File: src/rtl/mc_cpu_ctrl.sv
// mc_cpu_ctrl: multicycle RV32I sequencer with fetch, decode, exec, mem and writeback
// stepping, retire counting and sticky halt on ECALL/EBREAK, illegal opcode or bus timeout.
module mc_cpu_ctrl #(
  parameter int          ACK_TIMEOUT = 16,
  parameter logic [31:0] NOP_INST    = 32'h0000_0013
) (
  input  logic        clk,
  input  logic        rst,
  output logic        imem_req,
  input  logic        imem_ack,
  input  logic [31:0] imem_rdata,
  output logic [31:0] inst_q,
  output logic        dmem_req,
  output logic        dmem_we,
  input  logic        dmem_ack,
  input  logic        br_taken,
  output logic        reg_write,
  output logic        pc_write,
  output logic [1:0]  pc_src,
  output logic [2:0]  state,
  output logic        halted,
  output logic [1:0]  halt_cause,
  output logic [31:0] instret
);
  localparam logic [2:0] S_FETCH = 3'd0, S_DECODE = 3'd1, S_EXEC = 3'd2,
                         S_MEM = 3'd3, S_WB = 3'd4, S_HALT = 3'd5;
  localparam int CW = $clog2(ACK_TIMEOUT + 1);
  logic [2:0]    state_n;
  logic [1:0]    cause_n;
  logic [CW-1:0] cnt;
  logic [6:0]    op;
  logic          is_load, is_store, is_br, is_jal, is_jalr, is_sys, legal, timeout;
  assign op       = inst_q[6:0];
  assign is_load  = op == 7'b0000011;
  assign is_store = op == 7'b0100011;
  assign is_br    = op == 7'b1100011;
  assign is_jal   = op == 7'b1101111;
  assign is_jalr  = op == 7'b1100111;
  assign is_sys   = op == 7'b1110011;
  assign legal    = is_load | is_store | is_br | is_jal | is_jalr | is_sys |
                    op == 7'b0110011 | op == 7'b0010011 | op == 7'b0110111 | op == 7'b0010111;
  // cnt counts wait cycles already spent in the current FETCH/MEM visit
  assign timeout  = cnt == CW'(ACK_TIMEOUT - 1);
  always_ff @(posedge clk or negedge rst) begin
    if (!rst) begin
      state      <= S_FETCH;
      halt_cause <= 2'd0;
    end else begin
      state      <= state_n;
      halt_cause <= cause_n;
    end
  end
  always_ff @(posedge clk or negedge rst) begin
    if (!rst) begin
      inst_q  <= NOP_INST;
      instret <= 32'd0;
      cnt     <= '0;
    end else begin
      if (state == S_FETCH && imem_ack) inst_q <= imem_rdata;
      if (pc_write) instret <= instret + 32'd1;
      if (state_n != state) cnt <= '0;
      else if ((state == S_FETCH || state == S_MEM) && !timeout) cnt <= cnt + 1'b1;
    end
  end
  always_comb begin
    state_n = state;
    cause_n = halt_cause;
    case (state)
      S_FETCH:
        if (imem_ack) state_n = S_DECODE;
        else if (timeout) begin
          state_n = S_HALT;
          cause_n = 2'd3;
        end
      S_DECODE:
        if (!legal || is_sys) begin
          state_n = S_HALT;
          cause_n = legal ? 2'd1 : 2'd2;
        end else state_n = S_EXEC;
      S_EXEC: state_n = (is_load || is_store) ? S_MEM : is_br ? S_FETCH : S_WB;
      S_MEM:
        if (dmem_ack) state_n = is_load ? S_WB : S_FETCH;
        else if (timeout) begin
          state_n = S_HALT;
          cause_n = 2'd3;
        end
      S_WB:    state_n = S_FETCH;
      default: state_n = S_HALT;
    endcase
  end
  // pc_write marks the retire cycle of every completed instruction
  always_comb begin
    imem_req  = rst && state == S_FETCH;
    dmem_req  = state == S_MEM;
    dmem_we   = state == S_MEM && is_store;
    reg_write = state == S_WB;
    halted    = state == S_HALT;
    pc_write  = state == S_WB || (state == S_EXEC && is_br) || (state == S_MEM && is_store && dmem_ack);
    pc_src    = state == S_WB ? (is_jal ? 2'd1 : is_jalr ? 2'd2 : 2'd0) :
                (state == S_EXEC && is_br && br_taken) ? 2'd1 : 2'd0;
  end
endmodule

File: config.mk
export PLATFORM = sky130hd
export DESIGN_NAME = mc_cpu_ctrl
export DESIGN_NICKNAME = d
export VERILOG_FILES = /design/src/rtl/mc_cpu_ctrl.sv
export SDC_FILE = /design/constraint.sdc
export NUM_CORES = 1
export LEC_CHECK = 0
export BUFFER_PORTS_ARGS = -buffer_cell sky130_fd_sc_hd__buf_2
export CAP_MARGIN = 20
export CORE_MARGIN = 5
export CORE_UTILIZATION = 55
export CTS_CLUSTER_SIZE = 25
export DETAILED_ROUTE_END_ITERATION = 8
export PLACE_DENSITY = 0.89
export SLEW_MARGIN = 15
export SYNTH_ARGS = -nofsm -noshare
export SYNTH_HDL_FRONTEND = slang
export SYNTH_SLANG_ARGS = --single-unit
export TNS_END_PERCENT = 30
File: constraint.sdc
create_clock -name clk -period 4.7 [get_ports clk]
set_clock_uncertainty 0.05 [all_clocks]
set_input_delay 0.235 -clock clk [delete_from_list [all_inputs] [get_ports clk]]
set_output_delay 0.235 -clock clk [all_outputs]
set_load 0.02 [all_outputs]
==> flow_metrics.py <==
metrics = {
    "finish": {
        "post-route-cell-area_um2": 4400,
        "area_growth_syn_to_layout_pct": 24.4,
        "filler_free_cell_count_of_the_finished_design": 500,
        "fraction_of_final_layout_cells_with_drive_strength_greater_than_1_pct": 43.0,
        "nNetsFinal": 458,
        "antenna_cells": 0,
    },
    "die": {
        "die_height_um": 90.2,
        "dieWidth_um": 90.2,
        "fp.dieArea_um2": 8140,
        "initial_utilization_pct": 56.1,
        "placementRows": 29,
        "pin_count": 114,
        "core_region_area_um2": 6310,
    },
    "sta": {
        "slew_headroom_pct": 45.3,
        "setup_tns_ps": 0,
        "timing.final.hold_violations": 0,
        "finalSetupViolations": 0,
        "max_freq_mhz": 426,
        "fin_crit_sh_pct": 49.9,
        "finalCriticalPeriod_ps": 2350,
        "worst_slew_pin_slew_ps": 821,
        "setup_repair_after_global_routing_missed_its_margin": "false",
        "report.final.slew_viol_count": 0,
    },
    "worst_setup_path": {
        "crit_arrival_ps": 2060,
        "timing.critical_path.from_type": "register",
        "setup.worst_path.class": "register to output port",
        "crit_path_max_fanout": 15,
        "path_buf_inv": 1,
        "timing.critical_path.slowest_stage_cell": "sky130_fd_sc_hd__dfrtp_1",
        "reg2reg_to": "cnt[3]",
        "worst_ep_required_time_ps": 4410,
        "crit_path_cell_trace": "nor2_1 > and2_1 > or3_1 > buf_2",
        "worstSetupEndpointType": "output port",
        "r2r_cells": 7,
        "reg2reg_from": "cnt[0]",
        "rrSetupSlack_ps": 2480,
        "slowest_delay_ps": 590,
        "gate_family_responsible_for_the_most_delay_along_the_worst_path": "simple AND/OR/NAND/NOR gates",
    },
    "logic_synthesis": {
        "synth_enable_flop_cells": 0,
        "synth_sequential_area_ratio_pct": 52.4,
        "postSynthRegisterBits": 74,
        "synthesis.yosys.warnings": 0,
        "async_reset_ff_share_pct": 100,
        "synth_fp_nets": 341,
        "syn_area_per_cell_um2": 11.8,
        "synth_top_cells_by_area": "sky130_fd_sc_hd__dfrtp_1 50%, sky130_fd_sc_hd__mux2_2 9.9%, sky130_fd_sc_hd__xor2_1 5.7%",
        "postSynth.topFlopCell": "sky130_fd_sc_hd__dfrtp_1",
        "yosys.area.top_type": "sky130_fd_sc_hd__dfrtp_1",
        "synth.cell_area_um2": 3540,
        "netlist-cell-type-count": 52,
        "synth_cells": 301,
        "yosysTopAreaCellShare_pct": 50.2,
    },
    "place": {
        "gp_congestion": 0.817,
        "dpl_cell_area_um2": 4170,
        "post-place-cells": 483,
        "numPortBuffers": 113,
        "hpwlAfterDp_um": 6110,
    },
    "clock_network": {
        "cts.root.buffer_cell": "sky130_fd_sc_hd__clkbuf_8",
        "clk_pin_slew_ps": 80,
        "worst_skew_pair.late_latency_ps": 340,
        "tritoncts": "yes",
        "max-clock-path-buffers": 2,
        "post_cts_resize_count": 0,
        "htree_num_levels": 3,
        "cts.sink_count": 74,
        "numCtsBuffers": 9,
    },
    "grt": {
        "grt_max_degree": 42,
        "first_global_vias": 2860,
        "total_grt_overflow": 0,
        "global_route_usage_over_all_layers_pct": 21.1,
        "grt_first_pass_wirelength_um": 14100,
        "grt_antenna_before_repair": 0,
    },
    "route": {
        "routed-wl-met3_um": 579,
        "top_routing_layer_used": "met4",
        "avgViaCountPerCell": 5.42,
        "dr_wl_met2_um": 4140,
        "ant_nets": 0,
        "drc_errors": 0,
        "drt_pass1_iterations": 4,
        "post_drt_wl_per_cell_um": 16.5,
        "detail_route.wirelength.met1_um": 3430,
        "first_iter_violations": 143,
        "routed_wirelength_um": 8270,
        "vias": 2710,
    },
    "min_path": {
        "worst_hold_path.endpoint": "inst_q[4]",
        "holdPathStages": 3,
        "holdCritPathClass": "input pin to register",
        "min_from": "imem_rdata[4]",
    },
    "run_status": {
        "outcome": "finished clean",
    },
    "pwr": {
        "lkg_pwr_nw": 2.22,
        "power.density_nw_per_um2": 588,
        "vdd_drop_max_v": 0.000478,
    },
    "flow_run": {
        "max_cap_viols": 0,
    },
}
==> per-stage QoR <==
step / total power, mW / util [%] / hold slack, ps / worst slack, ps
finish: 2.59 / 69.7 / 56.7 / 2350
floorplan: 1.71 / - / -111 / 2640
detailed placement: 2.05 / 66.0 / 325 / 2490
CTS: 2.61 / 69.7 / 45.2 / 2340
global route: 2.75 / 69.7 / 58.1 / 2250
global placement: 2.00 / 66.0 / 319 / 2580
==> layout make-up <==
cell class	instances	area, um^2
clock inverters	6	88.8
repair buffers	116	591
fillers	491	1910
clock buffers	10	138
well taps	77	96.3
inverters	7	26.3
multi-input cells	210	1610
flip-flops and latches	74	1860
==> worst register-to-register path: cells and delay by family (launching register included) <==
family,cells,cell delay (ps)
xor gates and xnor gates,1,160
DFF,1,420
and+or+nand+nor,4,980
adders and majority gates,2,500
==> timing repair <==
action,4_1_cts,5_1_grt
hold buffers,1,0
endpoints found under the hold margin,30,0
buffers inserted,0,0
==> registers in the layout (all words and copies together) (netlist names) <==
signal      flops
cnt             5
halt_cause      2
inst_q         32
instret        32
state           3
==> synthesized netlist by cell type (all sizes together), types with 2 or more instances <==
master / instances
a21o: 2
a21oi: 5
and2: 6
and3: 8
and3b: 3
and4: 2
buf: 5
clkbuf: 5
dfrtp: 71
dfstp: 3
ha: 3
inv: 7
mux2: 32
nand2: 18
nand2b: 2
nand3: 7
nand3b: 2
nand4: 11
nor2: 23
nor2b: 5
nor3: 13
nor4: 6
o21ai: 8
o21bai: 2
o311ai: 2
xnor2: 11
xor2: 23
==> kinds of logic (layout without fill, tap and decap cells) <==
kind of cell | count (synthesis) | after routing | share of synthesized area [%]
adder cells (fa/ha/maj) | 3 | 3 | 1.06
buffers and inverters | 17 | 139 | 2.16
AND/OR/NAND/NOR | 113 | 113 | 19.4
AO/OA/AOI/OAI | 28 | 28 | 6.26
flip-flops | 74 | 74 | 52.4
multiplexers | 32 | 32 | 10.3
XOR/XNOR | 34 | 34 | 8.41
==> placed cells by master, fill, tap and decap left out, types with 2 or more instances in the layout <==
| master | count |
|---|---|
| sky130_fd_sc_hd__ha_1 | 3 |
| sky130_fd_sc_hd__nand2_1 | 18 |
| sky130_fd_sc_hd__nand3b_1 | 2 |
| sky130_fd_sc_hd__o21bai_1 | 2 |
| sky130_fd_sc_hd__and3b_1 | 3 |
| sky130_fd_sc_hd__inv_1 | 7 |
| sky130_fd_sc_hd__dfstp_2 | 3 |
| sky130_fd_sc_hd__nand3_1 | 7 |
| sky130_fd_sc_hd__nor4_2 | 4 |
| sky130_fd_sc_hd__buf_2 | 113 |
| sky130_fd_sc_hd__and3_1 | 5 |
| sky130_fd_sc_hd__nor3_1 | 13 |
| sky130_fd_sc_hd__dfrtp_1 | 71 |
| sky130_fd_sc_hd__xnor2_1 | 11 |
| sky130_fd_sc_hd__a21o_1 | 2 |
| sky130_fd_sc_hd__a21oi_1 | 5 |
| sky130_fd_sc_hd__and3_2 | 2 |
| sky130_fd_sc_hd__nand4_4 | 2 |
| sky130_fd_sc_hd__buf_4 | 2 |
| sky130_fd_sc_hd__nand2b_1 | 2 |
| sky130_fd_sc_hd__clkbuf_8 | 10 |
| sky130_fd_sc_hd__nor2b_1 | 5 |
| sky130_fd_sc_hd__nor2_1 | 23 |
| sky130_fd_sc_hd__bufinv_16 | 2 |
| sky130_fd_sc_hd__o21ai_0 | 8 |
| sky130_fd_sc_hd__mux2_2 | 31 |
| sky130_fd_sc_hd__nand4_1 | 9 |
| sky130_fd_sc_hd__xor2_1 | 23 |
| sky130_fd_sc_hd__clkinvlp_4 | 2 |
| sky130_fd_sc_hd__and2_1 | 6 |
==> layer usage <==
layer / up-vias / GRT usage, %
met3: 12 / 6.43
li1: 1299 / -
met2: 77 / 34.7
met1: 1322 / 25.8
met4: 0 / 8.56
met5: - / 0
==> report_power, final <==
group / switching [mW] / internal (mW)
logic: 0.577 / 0.426
clock network: 0.244 / 0.314
registers: 0.192 / 0.835
==> how the worst max path moves through the flow <==
stage                          from          end  cells past startpoint
after CTS                  state[2]     pc_write                      4
after floorplan           inst_q[4]     state[2]                      5
after detailed placement     cnt[0]       cnt[3]                      7
after global routing       state[0]     pc_write                      4
after global placement     state[2]  instret[18]                      5
final                      state[1]     pc_write                      4
(Power assumes the default switching activity.)
